--- config.mk ---
export PLATFORM = sky130hd
export DESIGN_NAME = serial_sub
export DESIGN_NICKNAME = d
export VERILOG_FILES = /design/src/rtl/serial_sub_pkg.sv /design/src/rtl/sub_bit_cell.sv /design/src/rtl/serial_sub.sv
export SDC_FILE = /design/constraint.sdc
export NUM_CORES = 1
export LEC_CHECK = 0
export BUFFER_PORTS_ARGS = -buffer_cell sky130_fd_sc_hd__buf_2
export CORE_UTILIZATION = 52
export CTS_CLUSTER_SIZE = 28
export DETAILED_ROUTE_END_ITERATION = 10
export GPL_TIMING_DRIVEN = 0
export PLACE_DENSITY = 0.78
export SYNTH_ARGS = -nofsm -noshare
export SYNTH_HDL_FRONTEND = slang
export SYNTH_HIERARCHICAL = 1
export SYNTH_SLANG_ARGS = --single-unit
--- constraint.sdc ---
create_clock -name clk_in -period 2.2 [get_ports clk_in]
set_clock_uncertainty 0.15 [all_clocks]
set_input_delay 0.11 -clock clk_in [delete_from_list [all_inputs] [get_ports clk_in]]
set_output_delay 0.11 -clock clk_in [all_outputs]
set_load 0.02 [all_outputs]
--- src/rtl/serial_sub_pkg.sv ---
// Shared types and constants for the bit-serial subtractor.
package serial_sub_pkg;

    typedef enum logic [1:0] {
        IDLE = 2'd0,
        RUN  = 2'd1,
        DONE = 2'd2
    } state_e;

    localparam int WIDTH_DEFAULT = 8;

endpackage

--- src/rtl/sub_bit_cell.sv ---
// One-bit full subtractor: difference and borrow-out for a single bit position.
module sub_bit_cell (
    input  logic a,
    input  logic b,
    input  logic br,
    output logic d,
    output logic br_next
);

    assign d       = a ^ b ^ br;
    assign br_next = (~a & b) | (~(a ^ b) & br);

endmodule

--- src/rtl/serial_sub.sv ---
// Bit-serial subtractor, LSB first, one bit per clock through a single sub_bit_cell.
// Define SERIAL_SUB_OVF_EN to build the two's-complement overflow flag; otherwise ovf_out is 0.
module serial_sub
    import serial_sub_pkg::*;
#(
    parameter int WIDTH = WIDTH_DEFAULT
) (
    input  logic             clk_in,
    input  logic             rst_n_in,
    input  logic             start_in,
    input  logic [WIDTH-1:0] a_in,
    input  logic [WIDTH-1:0] b_in,
    input  logic             borrow_in,
    output logic             busy_out,
    output logic             done_out,
    output logic [WIDTH-1:0] diff_out,
    output logic             borrow_out,
    output logic             ovf_out,
    output logic [1:0]       state_dbg_out
);

    localparam int             CW   = $clog2(WIDTH) + 1;
    localparam logic [CW-1:0]  LAST = CW'(WIDTH - 1);

    // Handshake: start_in is sampled at a rising edge only in IDLE or DONE; that edge
    // latches the operands and raises busy_out. done_out pulses for one cycle with the result.
    state_e           state;
    logic [WIDTH-1:0] a_sh;
    logic [WIDTH-1:0] b_sh;
    logic             br;
    logic [CW-1:0]    cnt;
    logic             d;
    logic             br_next;
    logic             load;
    logic             finish;

    assign load          = start_in && (state != RUN);
    assign finish        = (state == RUN) && (cnt == LAST);
    assign state_dbg_out = state;

    sub_bit_cell u_cell (
        .a       (a_sh[0]),
        .b       (b_sh[0]),
        .br      (br),
        .d       (d),
        .br_next (br_next)
    );

    // Difference bits refill a_sh from the top as minuend bits are consumed.
    always_ff @(posedge clk_in or negedge rst_n_in) begin
        if (!rst_n_in) begin
            state      <= IDLE;
            a_sh       <= '0;
            b_sh       <= '0;
            br         <= 1'b0;
            cnt        <= '0;
            busy_out   <= 1'b0;
            done_out   <= 1'b0;
            diff_out   <= '0;
            borrow_out <= 1'b0;
        end else if (state == RUN) begin
            a_sh <= {d, a_sh[WIDTH-1:1]};
            b_sh <= {1'b0, b_sh[WIDTH-1:1]};
            br   <= br_next;
            cnt  <= cnt + CW'(1);
            if (finish) begin
                state      <= DONE;
                busy_out   <= 1'b0;
                done_out   <= 1'b1;
                diff_out   <= {d, a_sh[WIDTH-1:1]};
                borrow_out <= br_next;
            end
        end else begin
            done_out <= 1'b0;
            if (load) begin
                state    <= RUN;
                a_sh     <= a_in;
                b_sh     <= b_in;
                br       <= borrow_in;
                cnt      <= '0;
                busy_out <= 1'b1;
            end else begin
                state <= IDLE;
            end
        end
    end

`ifdef SERIAL_SUB_OVF_EN
    logic a_msb;
    logic b_msb;

    always_ff @(posedge clk_in or negedge rst_n_in) begin
        if (!rst_n_in) begin
            a_msb   <= 1'b0;
            b_msb   <= 1'b0;
            ovf_out <= 1'b0;
        end else begin
            if (load) begin
                a_msb <= a_in[WIDTH-1];
                b_msb <= b_in[WIDTH-1];
            end
            if (finish) begin
                ovf_out <= (a_msb != b_msb) && (d != a_msb);
            end
        end
    end
`else
    assign ovf_out = 1'b0;
`endif

endmodule

==> results by group, run 1 <==
Outcome
  • Outcome: finished, final reports clean

Pwr
  • Cell Pwr Density: 1330 nW/um^2
  • PnR Total Power: between 2 and 3 mW
  • Psw: about 0.96 mW
  • Reg power frac: between 40% and 50%
  • Pint: ~1.7 mW
  • Pleak: 1.02 nW
  • Part of the power in the clock network: 17.6%
  • Maximum VDD drop: between 1 and 1.5 mV
  • Comb power frac: a little over two fifths
  • Net Sw Frac: between 30% and 40%

Logic synthesis
  • Post-synth EDFFs: 0
  • Top_reg_cell synth: dfrtp_1
  • #FFs+latches synth: 33
  • Most frequent cell after synthesis: dfrtp_1
  • Post-synthesis sequential area ratio: a little over half
  • Top cell type's share of synthesized area: 54.6%
  • Synth area leaders: dfrtp_1 55%, mux2i_1 12%, mux2_4 6.9%, o21ai_0 5.6%, nand2_1 4.7%
  • Cell area after synthesis: roughly 1500 sq um
  • Adder-cell share of the synthesized area: approximately 2.2%
  • Asr flop ratio synth: between 90% and 100%
  • Post-synthesis compound-gate area fraction: 6.53%
  • Synth cell types: 23
  • Avg Cell Area, Syn: 12.0 sq um
  • Post-synthesis cell count: 126
  • Post-synth net total: around 150
  • Synth warnings: 6
  • Largest family of logic cells by synthesized area: multiplexers
  • Largest area contributor in the netlist: dfrtp_1
  • Synth cell count leaders: 33 x dfrtp_1, 19 x nand2_1, 18 x mux2i_1
  • Multiplexer area fraction after synthesis: a little over a fifth
  • Simple-gate area share of the yosys netlist: under 10%
  • Post-synthesis xor/xnor area fraction: less than 1%

Routing
  • DRT Pass-1 Iters: 4
  • Antenna Nets Post-Route: 0
  • Vias/cell: between 5 and 6
  • Routed len/inst: about 14 um
  • Total detailed-routing wirelength: 3000 um
  • WL met3: 152 um
  • Max layer used: met4
  • Residual DRC: 0
  • DRT iter0 DRCs: 13
  • Met1 wire length: around 1300 um
  • Via count: about 1,100
  • Routed length on met2: around 1500 um

Floorplanning
  • Die H: around 56 um
  • Total core area: about 2800 sq um
  • I/O pin cnt: 34
  • Initial Util: a little over half
  • FP Rows: 19
  • Die ar.: around 3100 sq um
  • Die Width: between 50 and 60 um

Place
  • Pre-CTS setup slack: between 0.5 and 0.6 ns
  • # port buffers: 32
  • Dpl hpwl: between 2000 and 2500 um
  • GP Congestion: roughly 0.77

CTS
  • CTS tree: yes
  • Worst-path clk slew: 0.10 ns
  • Htree depth: 2
  • Root buffer cell: clkbuf_4
  • CTS sink cnt: 33
  • Worst skew pair latency: about 0.33 ns
  • Cts bufs inserted: 5
  • Post-CTS sizing: 0
  • Worst-case clock buffer depth: 2

Setup path
  • Cell Chain, Critical Path: nor2b_4 -> buf_6 -> and4b_4 -> buf_12 -> mux2_4
  • Worst path slowest cell: dfrtp_1
  • R2R Path Start: state_dbg_out[1]
  • Critical path required time: ~2.3 ns
  • CP max stage delay: 0.42 ns
  • Worst path bufs/invs: 2
  • R2r endpoint: diff_out[6]
  • R2R Setup Slk: ~0.55 ns
  • WP data arrival: ~1.7 ns
  • Crit-path max FO: 10
  • CP top delay family: flip-flops
  • Register-to-Register Path Depth: 5
  • CP Capture Type: flip-flop
  • Worst setup path class: flip-flop to flip-flop
  • Setup crit start kind: flip-flop

Timing
  • Min Hold Slack: 0.202 ns
  • Worst setup margin: around 0.55 ns
  • Setup TNS: 0 ns
  • Max_slew headroom: a little over half
  • Slew Limit Fails: 0
  • Achievable clock frequency: 607 MHz
  • Least-Margin Pin Slew: 0.713 ns
  • Fin crit share: between 70 and 80%
  • RSZ-0062 raised after global routing: false
  • Hold Fails Final Rpt: 0
  • Min Tclk post-route: 1.65 ns
  • Final setup vio count: 0

Job
  • MaxCap Viol Count: 0

Global routing
  • Largest net degree at the start of global routing: 34
  • Initial antenna violation count: 0
  • GRT Overall Usage: a little under a quarter
  • GR Overflow Total: 0
  • First-pass GRT wire length: roughly 5500 um
  • Vias in the first global route: roughly 1,200

Layout
  • # fillers: 221
  • Nets: between 200 and 250
  • Area Overhead vs Synth: 31.3%
  • Share of post-route cells with drive strength above 1: 31.4%
  • Ant. Diodes: 0

Worst hold path
  • Hold Path Class: primary input to asynchronous set/reset pin
-- metal layers --
| metal | track usage (%) | up-vias |
|---|---|---|
| li1 | - | 537 |
| met4 | 8.36 | 0 |
| met5 | 0 | - |
| met3 | 5.81 | 5 |
| met1 | 29.0 | 525 |
| met2 | 38.7 | 33 |
-- registers in the layout, summed over array words and instances, names as in the netlist --
name           flops
a_sh               8
b_sh               8
borrow_out         1
br                 1
busy_out           1
cnt                4
diff_out           8
state_dbg_out      2
-- kinds of logic (layout without fill, tap and decap cells) --
logic type               count (synthesis)  after routing
XOR/XNOR                                 1              1
flip-flops                              33             33
multiplexers                            29             29
AND/OR/NAND/NOR                         26             26
adder cells (fa/ha/maj)                  2              2
buffers and inverters                   15             74
other                                    1              1
AO/OA/AOI/OAI                           19             19
-- power groups by stage --
| stage | Sequential [mW] | Clock (mW) | Combinational [mW] |
|---|---|---|---|
| 2_1_floorplan | 1.16 | 0 | 0.672 |
| 3_3_place_gp | 1.06 | 0 | 1.04 |
| 3_5_place_dp | 1.07 | 0 | 1.09 |
| 4_1_cts | 1.07 | 0.473 | 1.11 |
| 5_1_grt | 1.10 | 0.497 | 1.25 |
| 6_report | 1.06 | 0.464 | 1.11 |
-- worst max path at each step --
stage | startpoint | end | slack (ns) | depth (start not counted)
floorplan | state_dbg_out[0] | diff_out[0] | 0.54 | 5
global placement | state_dbg_out[1] | diff_out[1] | 0.59 | 5
detailed placement | state_dbg_out[1] | diff_out[4] | 0.55 | 5
CTS | state_dbg_out[1] | diff_out[6] | 0.54 | 5
global route | state_dbg_out[1] | diff_out[6] | 0.49 | 5
finish | state_dbg_out[1] | diff_out[6] | 0.55 | 5
-- cell usage in the layout, fill, tap and decap left out, drive strengths merged --
cell type and count:
dfrtp 33, ha 1, xnor2 1, nor2b 1
clkbuf 11, nand2 19, a21o 1, nor2 3
dlygate4sd3 19, buf 38, fa 1, inv 5
o22ai 1, o21ai 17, conb 1, nand3 1
nor3b 1, and4b 1, mux2 11, bufinv 1
mux2i 18
-- per-stage QoR --
| stage | cells | instance area (sq um) | util, % |
|---|---|---|---|
| after floorplan | 126 | 1510 | - |
| after global placement | 189 | 1710 | 62.1 |
| after detailed placement | 189 | 1710 | 62.1 |
| after CTS | 216 | 1990 | 72.1 |
| after global routing | 216 | 1990 | 72.1 |
| final | 216 | 1990 | 72.1 |
-- timing repair --
action,in CTS,in global routing
hold endpoints to repair,51,0
setup buffers,0,0
hold buffers,19,0
-- cell type report --
cell class / instances / area (sq um) / share of cell area, %
inverter: 5 / 18.8 / 0.945
multi-input combinational: 78 / 597 / 30.0
timing repair buffer: 51 / 350 / 17.6
clock inverter: 1 / 30.0 / 1.51
tap: 31 / 38.8 / 1.95
sequential: 33 / 826 / 41.6
clock buffer: 7 / 55.1 / 2.77
buffer: 10 / 71.3 / 3.59
Note: power is estimated with default switching activity, not from simulation.
==> run 2, diff against run 1 <==
Settings changed: ABC_AREA set to 1.
Clock period 2.2 ns to 1.6 ns, I/O delays scaled along.
==> results by group, run 2 <==
Pwr
  • Reg power frac: 42.6% (+2.2 points)
  • PnR Total Power: 3.47 mW (+32%)
  • Cell Pwr Density: 1800 nW/um^2 (+36%)
  • Maximum VDD drop: 1.35 mV (+29%)
  • Comb power frac: 44.5% (+2.5 points)
  • Pleak: 1.04 nW (+2.1%)
  • Net Sw Frac: 43.3% (+6.8 points)
  • Part of the power in the clock network: 12.9% (-4.7 points)
  • Psw: 1.50 mW (+56%)
  • Pint: 1.97 mW (+18%)

Logic synthesis
  • Synth cell types: 16 (-30%)
  • Cell area after synthesis: 1480 sq um (-2.4%)
  • Synth cell count leaders: 67 x nand2_1, 43 x nand3_1, 33 x dfrtp_1
  • Post-synth EDFFs: 0 (unchanged)
  • Largest area contributor in the netlist: dfrtp_1
  • Post-synthesis cell count: 173 (+37%)
  • Most frequent cell after synthesis: nand2_1
  • Post-synth net total: 195 (+32%)
  • Avg Cell Area, Syn: 8.53 sq um (-29%)
  • Top_reg_cell synth: dfrtp_1
  • Top cell type's share of synthesized area: 55.9% (+1.3 points)
  • Synth warnings: 6 (unchanged)
  • Synth area leaders: dfrtp_1 56%, nand2_1 17%, nand3_1 15%, buf_4 2.5%, inv_1 2.3%
  • #FFs+latches synth: 33 (unchanged)
  • Asr flop ratio synth: 100% (unchanged)
  • Post-synthesis sequential area ratio: 55.9% (+1.3 points)

Routing
  • Total detailed-routing wirelength: 3560 um (+19%)
  • Vias/cell: 5.35 (+5.1%)
  • DRT iter0 DRCs: 70 (+57)
  • Via count: 1,407 (+28%)
  • Antenna Nets Post-Route: 0 (unchanged)
  • Residual DRC: 0 (unchanged)
  • DRT Pass-1 Iters: 5 (+1)
  • Routed len/inst: 13.5 um (-2.6%)

Setup path
  • Worst setup path class: flip-flop to flip-flop
  • WP data arrival: 1.59 ns (-0.13 ns)
  • Worst Setup SP: state_dbg_out[0]
  • R2R Setup Slk: 0.14 ns (-0.42 ns)
  • CP top delay family: simple AND/OR/NAND/NOR gates
  • Worst path slowest cell: dfrtp_1
  • Setup crit start kind: flip-flop
  • Worst path bufs/invs: 2 (unchanged)
  • CP max stage delay: 0.41 ns (about the same)
  • R2R Path Start: state_dbg_out[0]
  • Crit-path max FO: 10 (unchanged)
  • CP dominant cell by count: nor2_2
  • Cell Chain, Critical Path: inv_1 -> nor2_2 -> nor2_2 -> buf_2 -> nand2_1 -> nand3_1
  • CP Capture Type: flip-flop
  • Critical path required time: 1.73 ns (-0.54 ns)

Place
  • Placed insts: 235 (+24%)
  • Post-DP Area: 1670 sq um (-2.2%)
  • Dpl hpwl: 2140 um (+5.5%)
  • GP Congestion: 0.784 (+1.7%)
  • Pre-CTS setup slack: 0.0411 ns (-0.506 ns)
  • # port buffers: 32 (unchanged)

CTS
  • Worst-case clock buffer depth: 2 (unchanged)
  • CTS tree: yes
  • Worst-path clk slew: 0.10 ns (about the same)
  • CTS sink cnt: 33 (unchanged)
  • Htree depth: 2 (unchanged)
  • Root buffer cell: clkbuf_4
  • Worst skew pair latency: 0.34 ns (about the same)
  • Cts bufs inserted: 5 (unchanged)

Layout
  • Area Overhead vs Synth: 30.3%
  • Most common cell after layout, fill and taps aside: nand2_1
  • Nets: 254 (+23%)
  • Final instance area: 1920 sq um (-3.2%)
  • Biggest regs: a_sh: 8 flops, b_sh: 8 flops, diff_out: 8 flops
  • Post-route insts no fill: 263 (+22%)
  • Share of post-route cells with drive strength above 1: 21.9% (-9.5 points)
  • Ant. Diodes: 0 (unchanged)
  • Most frequent cells in the layout: 67 x nand2_1, 43 x nand3_1, 34 x buf_2

Global routing
  • First-pass GRT wire length: 6000 um (+9.6%)
  • GRT Overall Usage: 25.6% (+2.6 points)
  • GR Overflow Total: 0 (unchanged)
  • Vias in the first global route: 1,350 (+11%)
  • Largest net degree at the start of global routing: 34 (unchanged)
  • Initial antenna violation count: 0 (unchanged)

Timing
  • Max_slew headroom: 51.3% (-1.2 points)
  • Min Tclk post-route: 1.46 ns (-0.183 ns)
  • Worst setup margin: 0.137 ns (-0.417 ns)
  • Slew Limit Fails: 0 (unchanged)
  • Fin crit share: 91.5% (+17 points)
  • Setup TNS: 0 ns (unchanged)
  • Final setup vio count: 0 (unchanged)
  • Least-Margin Pin Slew: 0.731 ns (+0.0183 ns)
  • RSZ-0062 raised after global routing: false
  • Hold Fails Final Rpt: 0 (unchanged)
  • Achievable clock frequency: 683 MHz (+12%)

Floorplanning
  • Die H: 55.3 um (-1.2%)
  • Initial Util: 57.0% (+2.2 points)
  • I/O pin cnt: 34 (unchanged)
  • Die Width: 55.3 um (-1.2%)
  • FP Rows: 18 (-1)
  • Die ar.: 3060 sq um (-2.3%)
  • Total core area: 2590 sq um (-6.1%)

Outcome
  • Outcome: finished, final reports clean

Worst hold path
  • Hold Path Class: primary input to asynchronous set/reset pin

Job
  • MaxCap Viol Count: 0 (unchanged)
==> run 2: changes by cell type in the layout (fill, tap and decap cells not counted), moves of 2 or more <==
cell      previous run  this run
mux2_2               4         0
mux2_4               7         0
nand2_1             19        67
o21ai_0             17         2
inv_1                5         9
clkbuf_1             5         2
nand3_1              1        43
clkinv_2             0         2
buf_4                2         6
mux2i_1             18         0
nor2_2               0         2
==> run 2: stage by stage <==
step,util (%),hold WS (ns)
final,74.3,0.175
after global routing,74.3,0.235
after CTS,74.0,0.199
after detailed placement,64.6,0.0274
after global placement,64.6,0.0231
after floorplan,-,-0.366
==> run 2: logic make-up (layout without fill, tap and decap cells) <==
logic type / after synthesis / in the layout / synth area share, %
DFF: 33 / 33 / 55.9
and+or+nand+nor: 117 / 117 / 34.4
other: 1 / 1 / 0.254
adders and majority gates: 2 / 2 / 2.20
AOI/OAI and AO/OA: 2 / 2 / 0.678
buffers and inverters: 18 / 78 / 6.53
==> run 2: power by group through the flow <==
| stage | clock (mW) | combinational (mW) | sequential, mW |
|---|---|---|---|
| floorplan | 0 | 0.914 | 1.60 |
| global route | 0.491 | 1.73 | 1.53 |
| detailed placement | 0 | 1.48 | 1.49 |
| CTS | 0.455 | 1.52 | 1.47 |
| finish | 0.447 | 1.54 | 1.48 |
| global placement | 0 | 1.44 | 1.47 |
==> run 2: final cells by class <==
type | count | area, sq um
inverter | 9 | 33.8
clock inverter | 2 | 10.0
fill | 213 | 667
timing repair buffer | 52 | 358
sequential | 33 | 826
buffer | 9 | 62.6
clock buffer | 6 | 41.3
tap | 30 | 37.5
multi-input combinational | 122 | 554
==> run 2: layer usage <==
layer	vias up	global-route usage, %	routed length (um)
met2	60	44.2	1870
met4	0	10.7	59
li1	667	-	-
met5	-	0	0
met3	7	6.32	248
met1	673	30.4	1390
==> run 2: path summary, 6_finish.rpt <==
path	endpoint	depth (start not counted)
setup / recovery	a_sh[5]	6
hold / removal	diff_out[5]	2
setup reg to reg	a_sh[5]	6
hold reg to reg	diff_out[0]	2
max in group asynchronous	cnt[2]	2
min in group clk_in	diff_out[0]	2
==> run 2: repair_timing <==
action	4_1_cts	5_1_grt
endpoints found under the setup margin	0	11
hold endpoints to repair	52	0
gates resized for setup	0	0
buffers inserted	0	1
hold buffers	19	0
==> run 3, diff against run 2 <==
Settings changed: PLACE_DENSITY 0.78 to 0.77, SETUP_SLACK_MARGIN set to 0.4.
==> results by group, run 3 (synthesis gave the netlist of run 2 again) <==
Layout
  • Final Util: 84.7% (+10 points)
  • Ant. Diodes: 0 (unchanged)
  • Share of post-route cells with drive strength above 1: 38.8% (+17 points)
  • Nets: 264 (+3.9%)
  • Biggest regs: a_sh: 8 flops, b_sh: 8 flops, diff_out: 8 flops
  • Most frequent cells in the layout: 52 x nand2_1, 34 x nand3_1, 31 x dfrtp_1
  • Most common cell after layout, fill and taps aside: nand2_1
  • Area Overhead vs Synth: 48.6%

Floorplanning
  • Die Width: 55.3 um (unchanged)
  • Initial Util: 57.0% (unchanged)
  • I/O pin cnt: 34 (unchanged)
  • Die H: 55.3 um (unchanged)
  • Total core area: 2590 sq um (unchanged)
  • FP Rows: 18 (unchanged)
  • Die ar.: 3060 sq um (unchanged)

Place
  • # port buffers: 32 (unchanged)
  • GP Congestion: 0.787 (+0.42%)
  • Pre-CTS setup slack: 0.0621 ns (+0.0210 ns)
  • Dpl hpwl: 2170 um (+1.6%)

CTS
  • Htree depth: 2 (unchanged)
  • Worst-case clock buffer depth: 2 (unchanged)
  • CTS sink cnt: 33 (unchanged)
  • Root buffer cell: clkbuf_4
  • Worst-path clk slew: 0.10 ns (about the same)
  • Cts bufs inserted: 5 (unchanged)
  • CTS tree: yes
  • Worst skew pair latency: 0.34 ns (about the same)

Setup path
  • Register-to-Register Path Depth: 5 (-1)
  • CP max stage delay: 0.45 ns (+0.04 ns)
  • Worst setup path class: flip-flop to flip-flop
  • Crit-path max FO: 10 (unchanged)
  • WP data arrival: 1.48 ns (-0.11 ns)
  • R2r endpoint: a_sh[2]
  • R2R Path Start: state_dbg_out[1]
  • Worst Setup SP: state_dbg_out[1]
  • Setup crit start kind: flip-flop
  • Worst path slowest cell: dfrtp_2
  • R2R Setup Slk: 0.25 ns (+0.11 ns)
  • Worst path bufs/invs: 2 (unchanged)
  • Cell Chain, Critical Path: nor2_4 -> buf_6 -> buf_8 -> nand2_1 -> nand3_1
  • CP Capture Type: flip-flop
  • Critical path required time: 1.73 ns (about the same)
  • CP top delay family: flip-flops

Routing
  • Total detailed-routing wirelength: 4110 um (+15%)
  • Vias/cell: 5.42 (+1.2%)
  • DRT iter0 DRCs: 64 (-8.6%)
  • Antenna Nets Post-Route: 0 (unchanged)
  • DRT Pass-1 Iters: 4 (-1)
  • Residual DRC: 0 (unchanged)
  • Via count: 1,473 (+4.7%)
  • Routed len/inst: 15.1 um (+11%)

Global routing
  • First-pass GRT wire length: 6720 um (+12%)
  • GR Overflow Total: 0 (unchanged)
  • GRT Overall Usage: 28.7% (+3.0 points)
  • Largest net degree at the start of global routing: 34 (unchanged)
  • Vias in the first global route: 1,512 (+12%)
  • Initial antenna violation count: 0 (unchanged)

Outcome
  • Outcome: finished, final reports clean

Timing
  • Worst setup margin: 0.251 ns (+0.114 ns)
  • Achievable clock frequency: 741 MHz (+8.5%)
  • Setup TNS: 0 ns (unchanged)
  • Least-Margin Pin Slew: 0.717 ns (-0.0137 ns)
  • Min Tclk post-route: 1.35 ns (-0.114 ns)
  • Max_slew headroom: 52.2% (+0.92 points)
  • Hold Fails Final Rpt: 0 (unchanged)
  • Slew Limit Fails: 0 (unchanged)
  • Final setup vio count: 0 (unchanged)
  • Fin crit share: 84.3% (-7.1 points)
  • RSZ-0062 raised after global routing: true
  • Min Hold Slack: 0.00951 ns (-0.166 ns)

Pwr
  • Comb power frac: 52.9% (+8.4 points)
  • Maximum VDD drop: 1.49 mV (+10%)
  • Pleak: 1.17 nW (+12%)
  • Cell Pwr Density: 1920 nW/um^2 (+6.6%)
  • Psw: 1.81 mW (+21%)
  • Reg power frac: 35.6% (-7.0 points)
  • Pint: 2.40 mW (+22%)
  • Net Sw Frac: 43.0% (-0.27 points)
  • Part of the power in the clock network: 11.5% (-1.4 points)

Worst hold path
  • HP Start: start_in
  • Hold path endpoint: state_dbg_out[0]
  • Hold path depth: 4
  • Hold Path Class: primary input to flip-flop

Job
  • MaxCap Viol Count: 0 (unchanged)
-- run 3: changes by cell type in the layout (fill, tap and decap cells not counted), sizes merged --
| cell | change |
|---|---|
| buf | +11 |
| clkbuf | +1 |
| clkinv | -2 |
| dlygate4sd3 | -1 |
-- run 3: power groups by stage --
stage	Sequential, mW	Clock [mW]	Combinational, mW
after floorplan	1.61	0	1.00
after global routing	1.54	0.518	2.41
final	1.50	0.484	2.23
after CTS	1.48	0.492	2.02
after detailed placement	1.49	0	1.58
after global placement	1.48	0	1.54
-- run 3: worst max path at each step --
stage / to / slack, ns / cells past startpoint
finish: a_sh[2] / 0.25 / 5
global route: diff_out[5] / 0.19 / 7
CTS: a_sh[7] / 0.28 / 4
detailed placement: diff_out[6] / 0.06 / 7
global placement: borrow_out / 0.08 / 7
floorplan: borrow_out / 0.22 / 7
-- run 3: per-layer routing --
| metal | vias to the layer above | track usage [%] | wire length (um) |
|---|---|---|---|
| met2 | 67 | 48.4 | 2220 |
| met4 | 0 | 14.3 | 107 |
| li1 | 691 | - | - |
| met1 | 698 | 32.9 | 1500 |
| met5 | - | 0 | 0 |
| met3 | 17 | 8.67 | 278 |
-- run 3: area by class of cell --
cell class,instances,area (sq um)
flip-flops and latches,33,828
multi-input cells,122,678
repair buffers,62,467
fillers,150,397
plain buffers,9,93.8
clock buffers,7,55.1
well taps,30,37.5
inverters,9,33.8
-- run 3: repair_timing --
item,in CTS,in global routing
gates resized for setup,27,15
hold buffers,18,0
setup buffers,9,1
endpoints found under the setup margin,34,35
hold endpoints to repair,50,0
cloned,2,0
pin swaps,13,10
-- run 3: worst min-delay path: cells and delay by family --
| kind | cells | cell delay (ns) |
|---|---|---|
| and+or+nand+nor | 2 | 0.12 |
| buffers and inverters | 2 | 0.27 |
-- run 3: stage by stage --
stage	power, mW	std cells	cell area [sq um]
final	4.21	272	2190
after CTS	3.99	271	2130
after global placement	3.01	235	1720
after detailed placement	3.07	235	1720
after floorplan	2.61	173	1530
after global routing	4.47	272	2190
